[src/rtl/memory_bank_1r1w_arbiter.sv]
// memory_bank_1r1w_arbiter
// Shares one byte-enabled 1R1W bank between NUM_REQ readers and NUM_REQ
// writers. The read and write ports each have their own round-robin arbiter.
// Read responses come back tagged with the requester id one cycle after issue.
// Optional macro MEMORY_BANK_ARBITER_INIT_EN: after reset, zero-fill the bank
// (SIZE cycles) before granting any requests.
module memory_bank_1r1w_arbiter #(
    parameter int NUM_REQ    = 4,
    parameter int SIZE       = 1024,
    parameter int ADDR_WIDTH = $clog2(SIZE),
    parameter int COL_WIDTH  = 8,
    parameter int NB_COL     = 4,
    localparam int DW        = NB_COL * COL_WIDTH,
    localparam int IDW       = $clog2(NUM_REQ)
) (
    input  logic                          clock,
    input  logic                          reset,
    input  logic [NUM_REQ-1:0]            rd_valid,
    input  logic [NUM_REQ*ADDR_WIDTH-1:0] rd_address,
    output logic [NUM_REQ-1:0]            rd_ready,
    input  logic [NUM_REQ-1:0]            wr_valid,
    input  logic [NUM_REQ*ADDR_WIDTH-1:0] wr_address,
    input  logic [NUM_REQ*DW-1:0]         wr_data,
    input  logic [NUM_REQ*NB_COL-1:0]     wr_byte_en,
    output logic [NUM_REQ-1:0]            wr_ready,
    output logic                          resp_valid,
    output logic [IDW-1:0]                resp_id,
    output logic [DW-1:0]                 resp_data,
    output logic                          init_done,
    output logic                          mem_read_enable,
    output logic [ADDR_WIDTH-1:0]         mem_read_address,
    output logic [NB_COL-1:0]             mem_write_enable,
    output logic [ADDR_WIDTH-1:0]         mem_write_address,
    output logic [DW-1:0]                 mem_write_data,
    input  logic [DW-1:0]                 mem_read_data
);

    // First requester at or above ptr (wrapping) that is requesting.
    function automatic logic [IDW-1:0] rr_pick(input logic [NUM_REQ-1:0] req,
                                               input logic [IDW-1:0] ptr,
                                               output logic found);
        int j;
        found   = 1'b0;
        rr_pick = ptr;
        for (int k = 0; k < NUM_REQ; k++) begin
            j = (int'(ptr) + k) % NUM_REQ;
            if (!found && req[j]) begin
                found   = 1'b1;
                rr_pick = IDW'(j);
            end
        end
    endfunction

    // Pointer moves just past the granted requester, wrapping at NUM_REQ.
    function automatic logic [IDW-1:0] next_ptr(input logic [IDW-1:0] idx);
        return (idx == IDW'(NUM_REQ - 1)) ? '0 : idx + IDW'(1);
    endfunction

    logic [IDW-1:0] rd_ptr_q, rd_ptr_d;
    logic [IDW-1:0] wr_ptr_q, wr_ptr_d;
    logic [IDW-1:0] rd_idx, wr_idx;
    logic           rd_found, wr_found;
    logic           run_en;
    logic           resp_valid_q;
    logic [IDW-1:0] resp_id_q;
    logic           init_done_q, init_done_d;

`ifdef MEMORY_BANK_ARBITER_INIT_EN
    typedef enum logic {ST_INIT, ST_RUN} state_e;

    state_e                  state_q, state_d;
    logic [ADDR_WIDTH-1:0]   init_cnt_q, init_cnt_d;
    logic                    init_wr;

    // State register: reset restarts the fill from row 0.
    always_ff @(posedge clock) begin
        if (reset) begin
            state_q    <= ST_INIT;
            init_cnt_q <= '0;
        end else begin
            state_q    <= state_d;
            init_cnt_q <= init_cnt_d;
        end
    end

    // Next state: walk every row once, then hand the bank to the requesters.
    always_comb begin
        // NOTE: default every always_comb output first so no path infers a latch.
        state_d    = state_q;
        init_cnt_d = init_cnt_q;
        case (state_q)
            ST_INIT: begin
                init_cnt_d = init_cnt_q + ADDR_WIDTH'(1);
                if (init_cnt_q == ADDR_WIDTH'(SIZE - 1)) begin
                    state_d    = ST_RUN;
                    init_cnt_d = '0;
                end
            end
            default: state_d = ST_RUN;
        endcase
    end

    // FSM outputs: which phase owns the bank this cycle.
    always_comb begin
        run_en      = !reset && (state_q == ST_RUN);
        init_wr     = !reset && (state_q == ST_INIT);
        init_done_d = init_done_q || (state_d == ST_RUN);
    end
`else
    // Without the fill phase the bank is usable as soon as reset drops.
    always_comb begin
        run_en      = !reset;
        init_done_d = 1'b1;
    end
`endif

    // Round-robin pick for both ports against their own pointers.
    always_comb begin
        rd_idx = rr_pick(rd_valid, rd_ptr_q, rd_found);
        wr_idx = rr_pick(wr_valid, wr_ptr_q, wr_found);
    end

    // Pointers advance only on a grant; with no request they hold.
    always_comb begin
        rd_ptr_d = rd_ptr_q;
        wr_ptr_d = wr_ptr_q;
        if (run_en && rd_found) rd_ptr_d = next_ptr(rd_idx);
        if (run_en && wr_found) wr_ptr_d = next_ptr(wr_idx);
    end

    // Grants and bank drive; addresses/data follow the pick, enables are gated.
    always_comb begin
        rd_ready          = '0;
        wr_ready          = '0;
        mem_read_enable   = 1'b0;
        mem_read_address  = rd_address[int'(rd_idx)*ADDR_WIDTH +: ADDR_WIDTH];
        mem_write_enable  = '0;
        mem_write_address = wr_address[int'(wr_idx)*ADDR_WIDTH +: ADDR_WIDTH];
        mem_write_data    = wr_data[int'(wr_idx)*DW +: DW];
        if (run_en) begin
            if (rd_found) begin
                rd_ready[rd_idx] = 1'b1;
                mem_read_enable  = 1'b1;
            end
            if (wr_found) begin
                // An all-zero byte enable still consumes the grant.
                wr_ready[wr_idx] = 1'b1;
                mem_write_enable = wr_byte_en[int'(wr_idx)*NB_COL +: NB_COL];
            end
        end
`ifdef MEMORY_BANK_ARBITER_INIT_EN
        else if (init_wr) begin
            mem_write_enable  = '1;
            mem_write_address = init_cnt_q;
            mem_write_data    = '0;
        end
`endif
    end

    // Pointers and the response tag pipeline; one response per issued read.
    always_ff @(posedge clock) begin
        if (reset) begin
            rd_ptr_q     <= '0;
            wr_ptr_q     <= '0;
            resp_valid_q <= 1'b0;
            resp_id_q    <= '0;
            init_done_q  <= 1'b0;
        end else begin
            // NOTE: state registers use non-blocking assignments so every flop samples pre-edge values.
            rd_ptr_q     <= rd_ptr_d;
            wr_ptr_q     <= wr_ptr_d;
            resp_valid_q <= mem_read_enable;
            if (mem_read_enable) resp_id_q <= rd_idx;
            init_done_q  <= init_done_d;
        end
    end

    assign resp_valid = resp_valid_q;
    assign resp_id    = resp_id_q;
    assign resp_data  = mem_read_data;
    assign init_done  = init_done_q;

endmodule

[config.mk]
export PLATFORM = sky130hd
export DESIGN_NAME = memory_bank_1r1w_arbiter
export DESIGN_NICKNAME = d
export VERILOG_FILES = /design/src/rtl/memory_bank_1r1w_arbiter.sv
export SDC_FILE = /design/constraint.sdc
export NUM_CORES = 1
export LEC_CHECK = 0
export ABC_CLOCK_PERIOD_IN_PS = 1800
export CAP_MARGIN = 20
export CORE_AREA = 2 2 143 145
export CTS_CLUSTER_DIAMETER = 80
export DETAILED_ROUTE_END_ITERATION = 6
export DIE_AREA = 0 0 145 147
export PLACE_DENSITY = 0.49
export REMOVE_ABC_BUFFERS = 1
export SLEW_MARGIN = 20
export SYNTH_ARGS = -nofsm -noshare
export SYNTH_HDL_FRONTEND = slang
export SYNTH_SLANG_ARGS = --single-unit
[constraint.sdc]
create_clock -name clock -period 1.8 [get_ports clock]
set_clock_uncertainty 0.1 [all_clocks]
set_input_delay 0.27 -clock clock [delete_from_list [all_inputs] [get_ports clock]]
set_output_delay 0.27 -clock clock [all_outputs]
set_load 0.02 [all_outputs]
Word level (Yosys, flattened, before mapping):

Cells that the tools add are included.
Widths: inputs -> output; s select.

* add/subtract/negate cells: 8
* multiply operators: 2
* div/mod/pow operators: 0
* order comparisons: 12
* equality and inequality tests: 2
* shift operators: 4
* muxes and demuxes: 51
* bitwise logic cells: 6
* reduce and logical (&&, ||, !) cells: 23

Operators by type and width (number)
* $shiftx 128x8->32: 1
* $shiftx 40x7->10: 2
* $mux 1: 27
* $lt 3x4->1 const B: 6
* $mux 4: 6
* $bmux 1 s2: 8
* $mux 2: 8
* $shiftx 16x5->4: 1
* $lt 2x3->1 const B: 4
* $reduce_or 2->1: 6
* $logic_and 1x1->1: 10
* $mul 2x3->5 const B: 2
* $add 2x1->2 const B: 4
* $add 2x2->2 const B: 4
* $logic_not 1->1: 7
* $and 1x1->1 const A: 6
* $demux 1 s2: 2
* $eq 2x2->1 const B: 2
* $ge 2x1->1 const B: 2

* bits in registers: 8
* latch bits: 0
* bits in writable memories: 0
* ROM bits: 0
* input bits: 266
* output and inout bits: 101
* word-level logic and storage cells: 113
* memories kept: 0

Depth between registers and ports, before layout:

Gate-level depths: netlist of run 1.

* depth after elaboration: 20
* mapped depth: 9
* gate-level depth less buffers: 7

Worst setup path after synthesis of run 1:

Ideal clock, no wire load.

* path kind: register to output
* from: register wr_ptr_q[1]
* to: output mem_write_address[0]
* arrival time: 1713 ps
* required time: 1430 ps
* setup slack: -283 ps
* stages on the path, launching flop included: 9
* path buffers: 3
* cells stage by stage: dfxtp_1 nor3_1 a31oi_1 a22o_1 buf_6 buf_6 buf_4 mux2i_1 mux2i_1

* cells in the longest elaborated chain, start to end: 14
* elaborated cells on any way between the ends: 28
* classes of those cells: add/sub: 3; mul: 1; shift: 1; mux: 17; reduce/logical: 6

RTL lines
* start, declared: RTL line 60 `logic [IDW-1:0] wr_ptr_q, wr_ptr_d;`
* start signal, assigned: RTL line 171 `wr_ptr_q <= wr_ptr_d;`
* $add 2x1->2 / $bmux 1 s2 (equally long branches): RTL line 46, 47
* $bmux 1 s2 / $mux 1 (equally long branches): RTL line 47 `if (!found && req[j]) begin`
* $mux 1 (not written as such): RTL line 47
* $mux 1 (not written as such) / $logic_not 1->1 (equally long branches): RTL line 47
* $logic_and 1x1->1: RTL line 47
* $mux 1: RTL line 47
* $logic_not 1->1: RTL line 47
* $logic_and 1x1->1: RTL line 47
* $mux 1: RTL line 47
* $logic_not 1->1: RTL line 47
* $logic_and 1x1->1: RTL line 47
* $mux 2 (*): RTL line 47
* $mul 2x3->5 (*): RTL line 138 `mem_write_address = wr_address[int'(wr_idx)*ADDR_WIDTH +: ADDR_WIDTH];`
* $shiftx 40x7->10 (*): RTL line 138
* end, declared: RTL line 33 `output logic [ADDR_WIDTH-1:0] mem_write_address,`

Mark *: on every way between the ends. The rest lies on a longest branch, timed or not. The select of a mux whose other input is x is not followed.

Worst setup path after layout of run 1:

* from: register wr_ptr_q[1]
* to: output mem_write_data[23]

* cells in the longest elaborated chain, start to end: 13
* elaborated cells on any way between the ends: 27
* classes of those cells: add/sub: 3; shift: 1; mux: 17; reduce/logical: 6

RTL lines
* $add 2x1->2 / $bmux 1 s2 (equally long branches): RTL line 46, 47
* $bmux 1 s2 / $mux 1 (equally long branches): RTL line 47
* $mux 1 (not written as such): RTL line 47
* $mux 1 (not written as such) / $logic_not 1->1 (equally long branches): RTL line 47
* $logic_and 1x1->1: RTL line 47
* $mux 1: RTL line 47
* $logic_not 1->1: RTL line 47
* $logic_and 1x1->1: RTL line 47
* $mux 1: RTL line 47
* $logic_not 1->1: RTL line 47
* $logic_and 1x1->1: RTL line 47
* $mux 2 (*): RTL line 47
* $shiftx 128x8->32 (*): RTL line 139 `mem_write_data = wr_data[int'(wr_idx)*DW +: DW];`
* end, declared: RTL line 34 `output logic [DW-1:0] mem_write_data,`

Marked as above.

==> impl_metrics.py, run 1 <==
metrics = {
    "status": {
        "outcome": "complete, but fails checks",
        "violations": "negative setup slack",
    },
    "sta": {
        "worstMarginPinSlew_ns": 0.337,
        "final.setup.worst_slack_ns": -0.512,
        "finalCritPeriodShare_pct": 128,
        "setup_violations": 64,
        "rsz0062_at_grt": "true",
        "fin_worst_hold_slack_ns": 0.404,
        "maxSlewViolCount": 0,
        "period_needed_ns": 2.31,
        "max_freq_mhz": 433,
        "finalHoldViolCount": 0,
        "slew_headroom_pct": 77.4,
    },
    "floorplanning": {
        "die_width_um": 145,
        "die-area_um2": 21300,
        "die_y_um": 147,
        "pin_count": 367,
        "coreArea_um2": 19800,
        "fp-row-count": 52,
        "start_util_pct": 13.2,
    },
    "power": {
        "power_per_cell_area_nw_per_um2": 752,
        "p_int_w": 0.00289,
        "p_leak_nw": 2.76,
        "swShare_pct": 41.1,
        "p_switching_w": 0.00202,
        "p_clk_share_pct": 7.4,
        "vdd_drop_max_mv": 0.282,
        "pwr-share-comb_pct": 87.1,
        "pwr-share-seq_pct": 5.5,
    },
    "layout": {
        "final_common_cell": "clkdlybuf4s50_1",
        "final_area_um2": 6520,
        "final_cell_count_no_fill": 868,
        "final_layout_size_suffix_gt1_share_pct": 33.6,
        "final_cell_mix": "clkdlybuf4s50_1 (229), mux2i_1 (118), buf_4 (60)",
        "final_nets": 874,
        "fillers": 2051,
        "antenna_cells": 0,
        "fin_util_pct": 32.9,
        "area_delta_synth_final_pct": 149,
    },
    "synthesis": {
        "synth_cell_type_count": 33,
        "synth-seq-cells": 8,
        "async_reset_ff_share_pct": 0,
        "synth_compound_area_share_pct": 6.01,
        "yosys_warnings": 0,
        "synth_edf_count": 0,
        "synth_cells": 281,
        "syn_area_per_cell_um2": 9.33,
        "synthSimpleGateAreaFrac_pct": 8.40,
        "synthXorXnorAreaFrac_pct": 0,
        "ys_seq_area_share_pct": 6.11,
        "syn-cell-area_um2": 2620,
        "synthMuxAreaShare_pct": 60.3,
        "synth_top_family_by_area": "multiplexers",
        "synthAdderAreaFrac_pct": 3.82,
        "synth_flop_cell": "dfxtp_1",
    },
    "setup_path": {
        "crit_buf_inv": 3,
        "path_class": "flip-flop to primary output",
        "path_max_fanout": 18,
        "end_kind": "primary output",
        "startpoint_type": "flip-flop",
        "cp_slowest_cell": "dfxtp_4",
        "critPathMaxStageDelay_ns": 0.36,
        "critPathRequiredTime_ns": 1.43,
        "cp_cell_sequence": "nor3_4 > a31oi_1 > a22o_4 > buf_12 > buf_12 > mux2i_1 > mux2i_1 > buf_2",
        "critical_path.top_delay_family": "buffers and inverters",
        "crit_arrival_ns": 1.94,
    },
    "placed_design": {
        "port_buffers": 302,
        "dp_slack_ns": -1.17,
        "placed_cells": 844,
        "place_area_um2": 6010,
        "globalplace.congestion": 0.871,
        "dp.final_hpwl_um": 13400,
    },
    "clock_network": {
        "cts_root_buffer": "clkbuf_16",
        "cts_tree": "done",
        "cts.sinks": 8,
        "path_clk_slew_ns": 0.04,
        "h-tree-depth": 1,
        "cts-buffers-inserted": 3,
        "clk_path_buf_depth": 2,
        "clkLatencyLatePin_ns": 0.23,
    },
    "global_route": {
        "grt_max_degree": 19,
        "grt_pass1_wl_um": 23200,
        "grt_pass1_vias": 3953,
        "overflow": 0,
        "antenna_found_initial": 0,
        "grt_usage_pct": 14.1,
    },
    "min_path": {
        "holdCritPathClass": "flip-flop to flip-flop",
    },
    "drt": {
        "viasPerCell": 4.03,
        "wire_per_inst_um": 18.4,
        "route.antenna.remaining_nets": 0,
        "drt_first_pass_iters": 4,
        "drt_iter0_drc": 39,
        "drc": 0,
        "finalWirelength_um": 16000,
        "vias": 3500,
    },
    "flow_run": {
        "drv_cap": 0,
    },
}
-- final cells by class --
| type | instances | area [um^2] | share of cell area, % |
|---|---|---|---|
| timing repair buffer | 365 | 3560 | 54.5 |
| multi-input combinational | 215 | 2340 | 35.9 |
| tap | 270 | 338 | 5.18 |
| sequential | 8 | 175 | 2.69 |
| clock buffer | 3 | 75.1 | 1.15 |
| inverter | 7 | 33.8 | 0.518 |
-- per-stage QoR --
step,total power (W),setup TNS (ns)
CTS,0.00485,-27.55
detailed placement,0.00412,-73.03
finish,0.00490,-27.25
global placement,0.00410,-72.53
floorplan,0.00229,-158.05
global route,0.00522,-33.03
-- what timing repair did --
action | in CTS | in global routing
buffers inserted | 14 | 4
resized for setup | 393 | 35
cloned | 3 | 0
pin swaps | 13 | 12
hold buffers | 0 | 0
endpoints found under the setup margin | 70 | 66
endpoints found under the hold margin | 0 | 0
-- per-layer routing --
metal / vias to the layer above / GRT usage (%) / share of wire (%)
li1: 1643 / - / -
met1: 1605 / 14.6 / 36
met2: 238 / 26.8 / 52
met3: 12 / 5.99 / 10
met4: 2 / 2.43 / 1.2
met5: - / 2.05 / 0.33
-- flip-flops by register name, summed over array words and instances, names as in the netlist --
signal and cells:
rd_ptr_q 2, resp_id 2, wr_ptr_q 2, init_done 1, resp_valid 1
-- cells by family after synthesis --
family	count (synthesis)
AOI/OAI and AO/OA	22
adders and majority gates	8
buffers and inverters	58
DFF	8
muxes	144
and+or+nand+nor	41
-- synth_stat cells, drive strengths merged (5+ instances only) --
cell,instances,share of area (%)
a22o,5,1.7
and2,5,1.2
and3,5,1.2
buf,50,14
dfxtp,8,6.1
ha,8,3.8
inv,7,1.0
mux2,8,3.6
mux2i,126,48
mux4,10,8.6
nand2,8,1.1
nor2,9,1.3
nor2b,5,1.2
-- worst paths after layout --
check | to | slack, ns | cells after the start | start
hold reg to reg | resp_id[1] | 0.40 | 2 | resp_id[1]
hold / removal | resp_id[1] | 0.40 | 2 | resp_id[1]
setup reg to reg | wr_ptr_q[1] | 0.10 | 7 | wr_ptr_q[0]
setup / recovery | mem_write_data[23] | -0.51 | 8 | wr_ptr_q[1]
-- tightest hold or removal path, delay by kind of cell (launching register included) --
family          cells  cell delay, ns
compound gates      1            0.06
flops               1            0.30
simple gates        1            0.10
-- power groups by stage --
| stage | sequential [W] | clock [W] | combinational (W) |
|---|---|---|---|
| detailed placement | 0.000246 | 0 | 0.00387 |
| finish | 0.000267 | 0.000365 | 0.00427 |
| floorplan | 0.000248 | 0 | 0.00204 |
| global route | 0.000273 | 0.000392 | 0.00456 |
| global placement | 0.000243 | 0 | 0.00385 |
| CTS | 0.000261 | 0.000377 | 0.00421 |
(Power assumes the default switching activity.)
==> run 2, diff against run 1 <==
--- a/config.mk
+++ b/config.mk
@@ -12,7 +12,6 @@
 export DETAILED_ROUTE_END_ITERATION = 6
 export DIE_AREA = 0 0 145 147
 export PLACE_DENSITY = 0.49
-export REMOVE_ABC_BUFFERS = 1
 export SLEW_MARGIN = 20
 export SYNTH_ARGS = -nofsm -noshare
 export SYNTH_HDL_FRONTEND = slang
==> constraint.sdc (replaced) <==
create_clock -name clock -period 1.8 [get_ports clock]
set_clock_uncertainty 0.1 [all_clocks]
set_input_delay 0.36 -clock clock [delete_from_list [all_inputs] [get_ports clock]]
set_output_delay 0.36 -clock clock [all_outputs]
set_load 0.02 [all_outputs]
==> impl_metrics.py, run 2 (synthesis results as in run 1) <==
metrics = {
    "placed_design": {
        "dp_slack_ns": -1.43,
        "place_area_um2": 6560,
        "globalplace.congestion": 0.879,
        "dp.final_hpwl_um": 12600,
        "port_buffers": 302,
    },
    "sta": {
        "fin_worst_hold_slack_ns": 0.398,
        "max_freq_mhz": 409,
        "finalCritPeriodShare_pct": 136,
        "maxSlewViolCount": 0,
        "worstMarginPinSlew_ns": 0.368,
        "setup_violations": 64,
        "rsz0062_at_grt": "true",
        "final.setup.worst_slack_ns": -0.646,
        "period_needed_ns": 2.45,
        "finalHoldViolCount": 0,
        "slew_headroom_pct": 75.5,
    },
    "power": {
        "p_leak_nw": 2.89,
        "power_per_cell_area_nw_per_um2": 813,
        "vdd_drop_max_mv": 0.546,
    },
    "setup_path": {
        "end_kind": "primary output",
        "startpoint_type": "flip-flop",
        "path_class": "flip-flop to primary output",
        "path_max_fanout": 8,
        "critPathRequiredTime_ns": 1.34,
        "crit_arrival_ns": 1.99,
    },
    "min_path": {
        "holdCritPathClass": "flip-flop to flip-flop",
    },
    "floorplanning": {
        "die-area_um2": 21300,
        "die_width_um": 145,
        "coreArea_um2": 19800,
        "pin_count": 367,
        "die_y_um": 147,
        "fp-row-count": 52,
        "start_util_pct": 13.2,
    },
    "layout": {
        "antenna_cells": 0,
        "final_nets": 882,
        "final_layout_size_suffix_gt1_share_pct": 49.2,
        "final_common_cell": "clkdlybuf4s50_1",
        "final_area_um2": 7550,
        "area_delta_synth_final_pct": 188,
        "fillers": 1945,
        "final_cell_mix": "clkdlybuf4s50_1 (228), buf_4 (61), buf_6 (53)",
    },
    "drt": {
        "viasPerCell": 4.01,
        "vias": 3510,
        "drt_first_pass_iters": 4,
        "drt_iter0_drc": 40,
        "wire_per_inst_um": 17.5,
        "drc": 0,
        "route.antenna.remaining_nets": 0,
        "finalWirelength_um": 15300,
    },
    "clock_network": {
        "clkLatencyLatePin_ns": 0.23,
        "cts_root_buffer": "clkbuf_16",
        "holdBufCountCts": 0,
        "clk_path_buf_depth": 2,
        "cts.sinks": 8,
        "path_clk_slew_ns": 0.04,
        "cts-buffers-inserted": 3,
        "cts_tree": "done",
        "h-tree-depth": 1,
    },
    "global_route": {
        "grt_max_degree": 17,
        "grt_pass1_wl_um": 23300,
        "overflow": 0,
        "grt_pass1_vias": 3961,
        "antenna_found_initial": 0,
        "grt_usage_pct": 13.8,
    },
    "status": {
        "violations": "negative setup slack",
        "outcome": "complete, but fails checks",
    },
    "flow_run": {
        "drv_cap": 0,
    },
    "synthesis": {
        "syn-num-nets": 555,
    },
}
## run 2: changes by cell type in the layout (fill, tap and decap cells not counted), moves of 4 or more
| cell | change |
|---|---|
| mux2_4 | -4 |
| a22o_1 | -4 |
| a22o_4 | +4 |
| mux2i_4 | +37 |
| buf_12 | +8 |
| mux2i_2 | +40 |
| buf_6 | +22 |
| mux2_2 | +4 |
| mux2i_1 | -77 |
| buf_2 | -20 |
## run 2: cell type report
| class | count | area (um^2) | share of cell area, % |
|---|---|---|---|
| clock buffer | 3 | 75.1 | 0.994 |
| multi-input combinational | 215 | 3030 | 40.1 |
| inverter | 7 | 43.8 | 0.580 |
| timing repair buffer | 373 | 3890 | 51.5 |
| tap | 270 | 338 | 4.47 |
| sequential | 8 | 175 | 2.32 |
## run 2: timing repair
action                                  CTS  global route
hold endpoints to repair                  0             0
cloned                                    3             2
gates resized for setup                 488            41
endpoints found under the setup margin   71            67
pin swaps                                13             6
setup buffers                            12            13
## run 2: layer usage
layer	up-vias	global-route usage (%)	wire length, um
met1	1630	14.1	5260
met2	198	27.7	8510
met5	-	0	0
met3	14	4.41	1420
met4	0	1.73	110
li1	1668	-	-
## run 2: critical path, stage by stage (launching register included)
cell     delay (ns)
dfxtp_4        0.35
nor3_2         0.11
a31oi_1        0.07
a22o_4         0.28
buf_12         0.15
buf_12         0.14
mux2_4         0.30
a22o_4         0.21
buf_6          0.12
## run 2: final timing paths
check	to	cells past startpoint	startpoint	slack, ns
max	mem_write_enable[3]	8	wr_ptr_q[1]	-0.65
min	wr_ptr_q[1]	2	wr_ptr_q[1]	0.40
max reg2reg	wr_ptr_q[1]	8	wr_ptr_q[1]	0.07
min reg2reg	wr_ptr_q[1]	2	wr_ptr_q[1]	0.40
## run 2: through the flow
| stage | setup TNS, ns | std cells | util (%) | total power [W] |
|---|---|---|---|---|
| 6_report | -35.27 | 876 | 38.0 | 0.00614 |
| 5_1_grt | -39.72 | 876 | 38.0 | 0.00646 |
| 4_1_cts | -37.73 | 864 | 36.5 | 0.00589 |
| 3_5_place_dp | -90.52 | 846 | 33.0 | 0.00479 |
| 3_3_place_gp | -88.18 | 846 | 33.0 | 0.00476 |
| 2_1_floorplan | -13.86 | 281 | - | 0.00311 |
## run 2: power breakdown
part           switching [W]  internal (W)
logic                0.00229       0.00321
clock network      0.0000849      0.000286
registers          0.0000483      0.000219
==> RTL change 1: new RTL, config.mk and constraints of run 2 <==
The option `MEMORY_BANK_ARBITER_INIT_EN` is turned on by a define.
--- a/src/rtl/memory_bank_1r1w_arbiter.sv
+++ b/src/rtl/memory_bank_1r1w_arbiter.sv
@@ -4,6 +4,8 @@
 // Read responses come back tagged with the requester id one cycle after issue.
 // Optional macro MEMORY_BANK_ARBITER_INIT_EN: after reset, zero-fill the bank
 // (SIZE cycles) before granting any requests.
+`define MEMORY_BANK_ARBITER_INIT_EN
+
 module memory_bank_1r1w_arbiter #(
     parameter int NUM_REQ    = 4,
     parameter int SIZE       = 1024,
Behaviour: not the same (a bounded check fails within 4 cycles, from zero or initial values and one cycle with reset high).
==> RTL change 1 against run 2 <==
  * The flow still finishes with violations (setup timing)
  * Synthesized cell count rose by 42%
  * Routed wire length grew 28%
  * Sequential power increased by 59%
  * Worst setup slack worse by 370 ps
  * Sequential cell count increased by 11
  * Total power decreased by 52%
  * Cell area rose by 14%
  * Area after synthesis increased by 29%
  * Fmax is 13% lower
  * Critical path depth did not move
  * Critical path type unchanged
==> RTL change 1: results (changes against run 2) <==
{| class="wikitable"
! Metric !! Value
|-
| Fraction of synthesized cell area in xor and xnor cells || 1.55% (was 0%)
|-
| Count of vias placed by the detailed router || 4628 (was 3510)
|-
| Adder-cell area share of the yosys netlist || 3.32% (was 3.82%)
|-
| R2R Setup Slk || -320 ps (was 70 ps)
|-
| Violations in the final reports || setup timing (unchanged)
|-
| Status || finished with violations (unchanged)
|-
| Reg clk slew, reported paths || 60 ps (was 40 ps)
|-
| Critical Path Fanout Max || 5 (was 8)
|-
| Global placement routability congestion || 0.890 (was 0.879)
|-
| PnR worst setup slack || -1020 ps (was -646 ps)
|-
| Placement Cell Area || 7240 µm² (was 6560 µm²)
|-
| Worst-case headroom to the max-slew limit || 77.2% (was 75.5%)
|-
| GRT Resource Usage Total || 17.7% (was 13.8%)
|-
| Buffers inserted by post-CTS timing repair || 45 (was 12)
|-
| Leading post-synthesis cells by cell area || sky130_fd_sc_hd__mux2i_1 (33%), sky130_fd_sc_hd__dfxtp_1 (11%), sky130_fd_sc_hd__buf_4 (7.5%), sky130_fd_sc_hd__o22ai_2 (7.4%), sky130_fd_sc_hd__ha_1 (3.3%) (was sky130_fd_sc_hd__mux2i_1 (48%), sky130_fd_sc_hd__buf_4 (12%), sky130_fd_sc_hd__mux4_2 (8.6%), sky130_fd_sc_hd__dfxtp_1 (6.1%), sky130_fd_sc_hd__ha_1 (3.8%))
|-
| Area fraction in compound gates after synthesis || 22.9% (was 6.01%)
|-
| Detailed placer's ending HPWL || 15.8 mm (was 12.6 mm)
|-
| Total Nets Final || 1053 (was 882)
|-
| Vias per cell || 4.41 (was 4.01)
|-
| Sequential element share of the synthesized area || 11.2% (was 6.11%)
|-
| Net Count, Synth || 673 (was 555)
|-
| Highest-delay cell along the critical path || sky130_fd_sc_hd__or4_4 (was sky130_fd_sc_hd__dfxtp_4)
|-
| Pin count of the biggest net entering global routing || 33 (was 17)
|-
| Peak supply drop || 0.202 mV (was 0.546 mV)
|-
| Synthesized instance count || 398 (was 281)
|-
| Final number of setup-violating endpoints || 67 (was 64)
|-
| Combinational Power Share || 69.8% (was 89.6%)
|-
| Stage delay of the slowest cell on the critical path || 590 ps (was 350 ps)
|-
| Static Leak || 3.31 nW (was 2.89 nW)
|}
## RTL change 1: cell type report
| cell class | count | area [µm²] |
|---|---|---|
| fill | 1902 | 11300 |
| timing repair buffer | 430 | 4370 |
| multi-input combinational | 313 | 3330 |
| sequential | 19 | 399 |
| tap | 270 | 338 |
| clock buffer | 3 | 75.1 |
| inverter | 11 | 53.8 |
| clock inverter | 1 | 5.00 |
| antenna | 2 | 5.00 |
## RTL change 1: path summary, 6_finish.rpt
check                                    endpoint        start  cells after the start
worst max-delay path            mem_write_data[9]  wr_ptr_q[1]                      8
worst min-delay path                    init_done    init_done                      2
worst max register to register        rd_ptr_q[0]  rd_ptr_q[1]                      9
worst min register to register          init_done    init_done                      2
## RTL change 1: per-layer routing
layer | global-route usage, % | routed length, µm | vias up
met5 | 0 | 22 | -
met4 | 5.30 | 494 | 4
met3 | 4.97 | 1580 | 38
met2 | 33.0 | 9990 | 230
met1 | 19.6 | 7550 | 2139
li1 | - | - | 2217
## RTL change 1: power by group through the flow
stage,Combinational [W],Sequential (W),Clock [W]
after floorplan,0.000849,0.000448,0
after global placement,0.00169,0.000444,0
after detailed placement,0.00171,0.000444,0
after CTS,0.00199,0.000428,0.000480
after global routing,0.00218,0.000428,0.000504
final,0.00206,0.000427,0.000466
## RTL change 1: cells by family after synthesis
logic type / Yosys count
adder cells (fa/ha/maj): 9
XOR/XNOR: 6
AND/OR/NAND/NOR: 88
AO/OA/AOI/OAI: 96
flip-flops: 19
buffers and inverters: 67
multiplexers: 113
## RTL change 1: worst max-delay path: cells and delay by family, from the launching register on
family                 cells  cell delay (ps)
muxes                      1              340
and+or+nand+nor            3              830
AOI/OAI and AO/OA          1               90
DFF                        1              360
buffers and inverters      3              470
==> RTL change 2: new RTL, config.mk and constraints of run 2 <==
Made on the original files. `SIZE`: 1024 -> 512.
--- a/src/rtl/memory_bank_1r1w_arbiter.sv
+++ b/src/rtl/memory_bank_1r1w_arbiter.sv
@@ -6,7 +6,7 @@
 // (SIZE cycles) before granting any requests.
 module memory_bank_1r1w_arbiter #(
     parameter int NUM_REQ    = 4,
-    parameter int SIZE       = 1024,
+    parameter int SIZE       = 512,
     parameter int ADDR_WIDTH = $clog2(SIZE),
     parameter int COL_WIDTH  = 8,
     parameter int NB_COL     = 4,
Interface: changed (resized mem_read_address, mem_write_address, rd_address and wr_address); port bits go from 367 to 357. No check against the original RTL was run, so the function may have changed too.
==> RTL change 2 against run 2 <==
  * The run still ends with setup timing left
  * Combinational power rose by 12%
  * Sequential cell count unchanged
  * Largest power group unchanged
  * Routed wire length increased by 0.53%
  * Highest routed layer unchanged
  * Critical path depth is the same
  * Cell area is 5.6% higher
  * Largest cell class unchanged
  * Worst setup slack improved by 34 ps
  * Total power grew 11%
  * Cell count fell by 1.4%
  * Critical endpoint is now mem_write_address[8]
  * Area after synthesis down 2.0%
  * Critical path type unchanged
  * Count of clock-buffer cells in the layout did not move
==> RTL change 2: results (changes against run 2) <==
{| class="wikitable"
! Metric !! Value
|-
| Final non-clock buffer share || 49.9% (was 51.5%)
|-
| First DRT Iteration DRCs || 92 (was 40)
|-
| FF+latch area || 173 µm² (was 175 µm²)
|-
| Post-Route M1 WL || 5.59 mm (was 5.26 mm)
|-
| Number of cells after detailed placement || 825 (was 846)
|-
| Distinct cells, synth || 32 (was 33)
|-
| Post-Route Setup TNS || -33140 ps (was -35270 ps)
|-
| Via count of the first global-routing pass || 3974 (was 3961)
|-
| Global placement routability congestion || 0.818 (was 0.879)
|-
| GR Util met3 || 4.19% (was 4.41%)
|-
| Vias per cell || 4.05 (was 4.01)
|-
| Switching share of power || 39.0% (was 39.4%)
|-
| PnR worst setup slack || -612 ps (was -646 ps)
|-
| Status || finished with violations (unchanged)
|-
| Count of vias placed by the detailed router || 3501 (was 3510)
|-
| Count of port buffers added during placement || 292 (was 302)
|-
| Detailed placer's ending HPWL || 11.5 mm (was 12.6 mm)
|-
| Synthesized instance count || 276 (was 281)
|-
| Clock network area share || 0.942% (was 0.994%)
|-
| Net Count, Synth || 542 (was 555)
|-
| Leading post-synthesis cells by cell area || sky130_fd_sc_hd__mux2i_1 (48%), sky130_fd_sc_hd__buf_4 (11%), sky130_fd_sc_hd__mux4_2 (7.9%), sky130_fd_sc_hd__dfxtp_1 (6.2%), sky130_fd_sc_hd__ha_1 (3.9%) (was sky130_fd_sc_hd__mux2i_1 (48%), sky130_fd_sc_hd__buf_4 (12%), sky130_fd_sc_hd__mux4_2 (8.6%), sky130_fd_sc_hd__dfxtp_1 (6.1%), sky130_fd_sc_hd__ha_1 (3.8%))
|-
| Violations in the final reports || setup timing (unchanged)
|-
| Setup crit end || mem_write_address[8] (was mem_write_enable[3])
|-
| Buffers inserted by post-CTS timing repair || 20 (was 12)
|-
| Family with the most delay on the worst path || buffers and inverters (was compound AO/OA/AOI/OAI gates)
|-
| Count of multi-input combinational gates || 211 (was 215)
|-
| Worst slack, placed || -1430 ps (about the same)
|-
| Total of fill cells in the finished design || 1892 (was 1945)
|-
| First-pass GRT wire length || 23.1 mm (was 23.3 mm)
|-
| Placement Cell Area || 6680 µm² (was 6560 µm²)
|-
| Peak supply drop || 0.453 mV (was 0.546 mV)
|-
| Hold-critical path endpoint || rd_ptr_q[1] (was wr_ptr_q[1])
|-
| GRT Resource Usage Total || 13.8% (about the same)
|-
| Met2 Resource Use GR || 26.4% (was 27.7%)
|-
| Final number of setup-violating endpoints || 62 (was 64)
|-
| Worst-case headroom to the max-slew limit || 79.2% (was 75.5%)
|-
| Total Nets Final || 862 (was 882)
|-
| GRT met1 Usage || 14.9% (was 14.1%)
|-
| Origin of the worst min-delay path || rd_ptr_q[1] (was wr_ptr_q[1])
|-
| Repair and plain buffers || 365 (was 373)
|-
| Sequential element share of the synthesized area || 6.23% (was 6.11%)
|-
| Crit path DAT || 1950 ps (was 1990 ps)
|-
| Static Leak || 2.89 nW (about the same)
|-
| Combinational Power Share || 90.4% (was 89.6%)
|}
## RTL change 2: cell count changes after synthesis, moves of 2 or more
| cell | delta |
|---|---|
| sky130_fd_sc_hd__buf_6 | +4 |
| sky130_fd_sc_hd__mux2_2 | -2 |
| sky130_fd_sc_hd__mux2_1 | +3 |
| sky130_fd_sc_hd__buf_4 | -6 |
| sky130_fd_sc_hd__mux2i_1 | -3 |
## RTL change 2: cells by family after synthesis
kind of cell / after synthesis / share of synthesized area, %
mux: 140 / 59.3
buf+inv: 57 / 15.9
simple gates: 41 / 8.56
compound gates: 22 / 6.13
fa+ha+maj: 8 / 3.89
flops: 8 / 6.23
## RTL change 2: per-stage QoR
step,power (W),hold WS [ps]
after floorplan,0.00338,364
after global placement,0.00495,410
after detailed placement,0.00500,418
after CTS,0.00658,415
after global routing,0.00713,456
final,0.00681,433
## RTL change 2: worst min-delay path: cells and delay by family, from the launching register on
family / cells / cell delay [ps]
AO/OA/AOI/OAI: 1 / 60
flip-flops: 1 / 360
AND/OR/NAND/NOR: 1 / 70
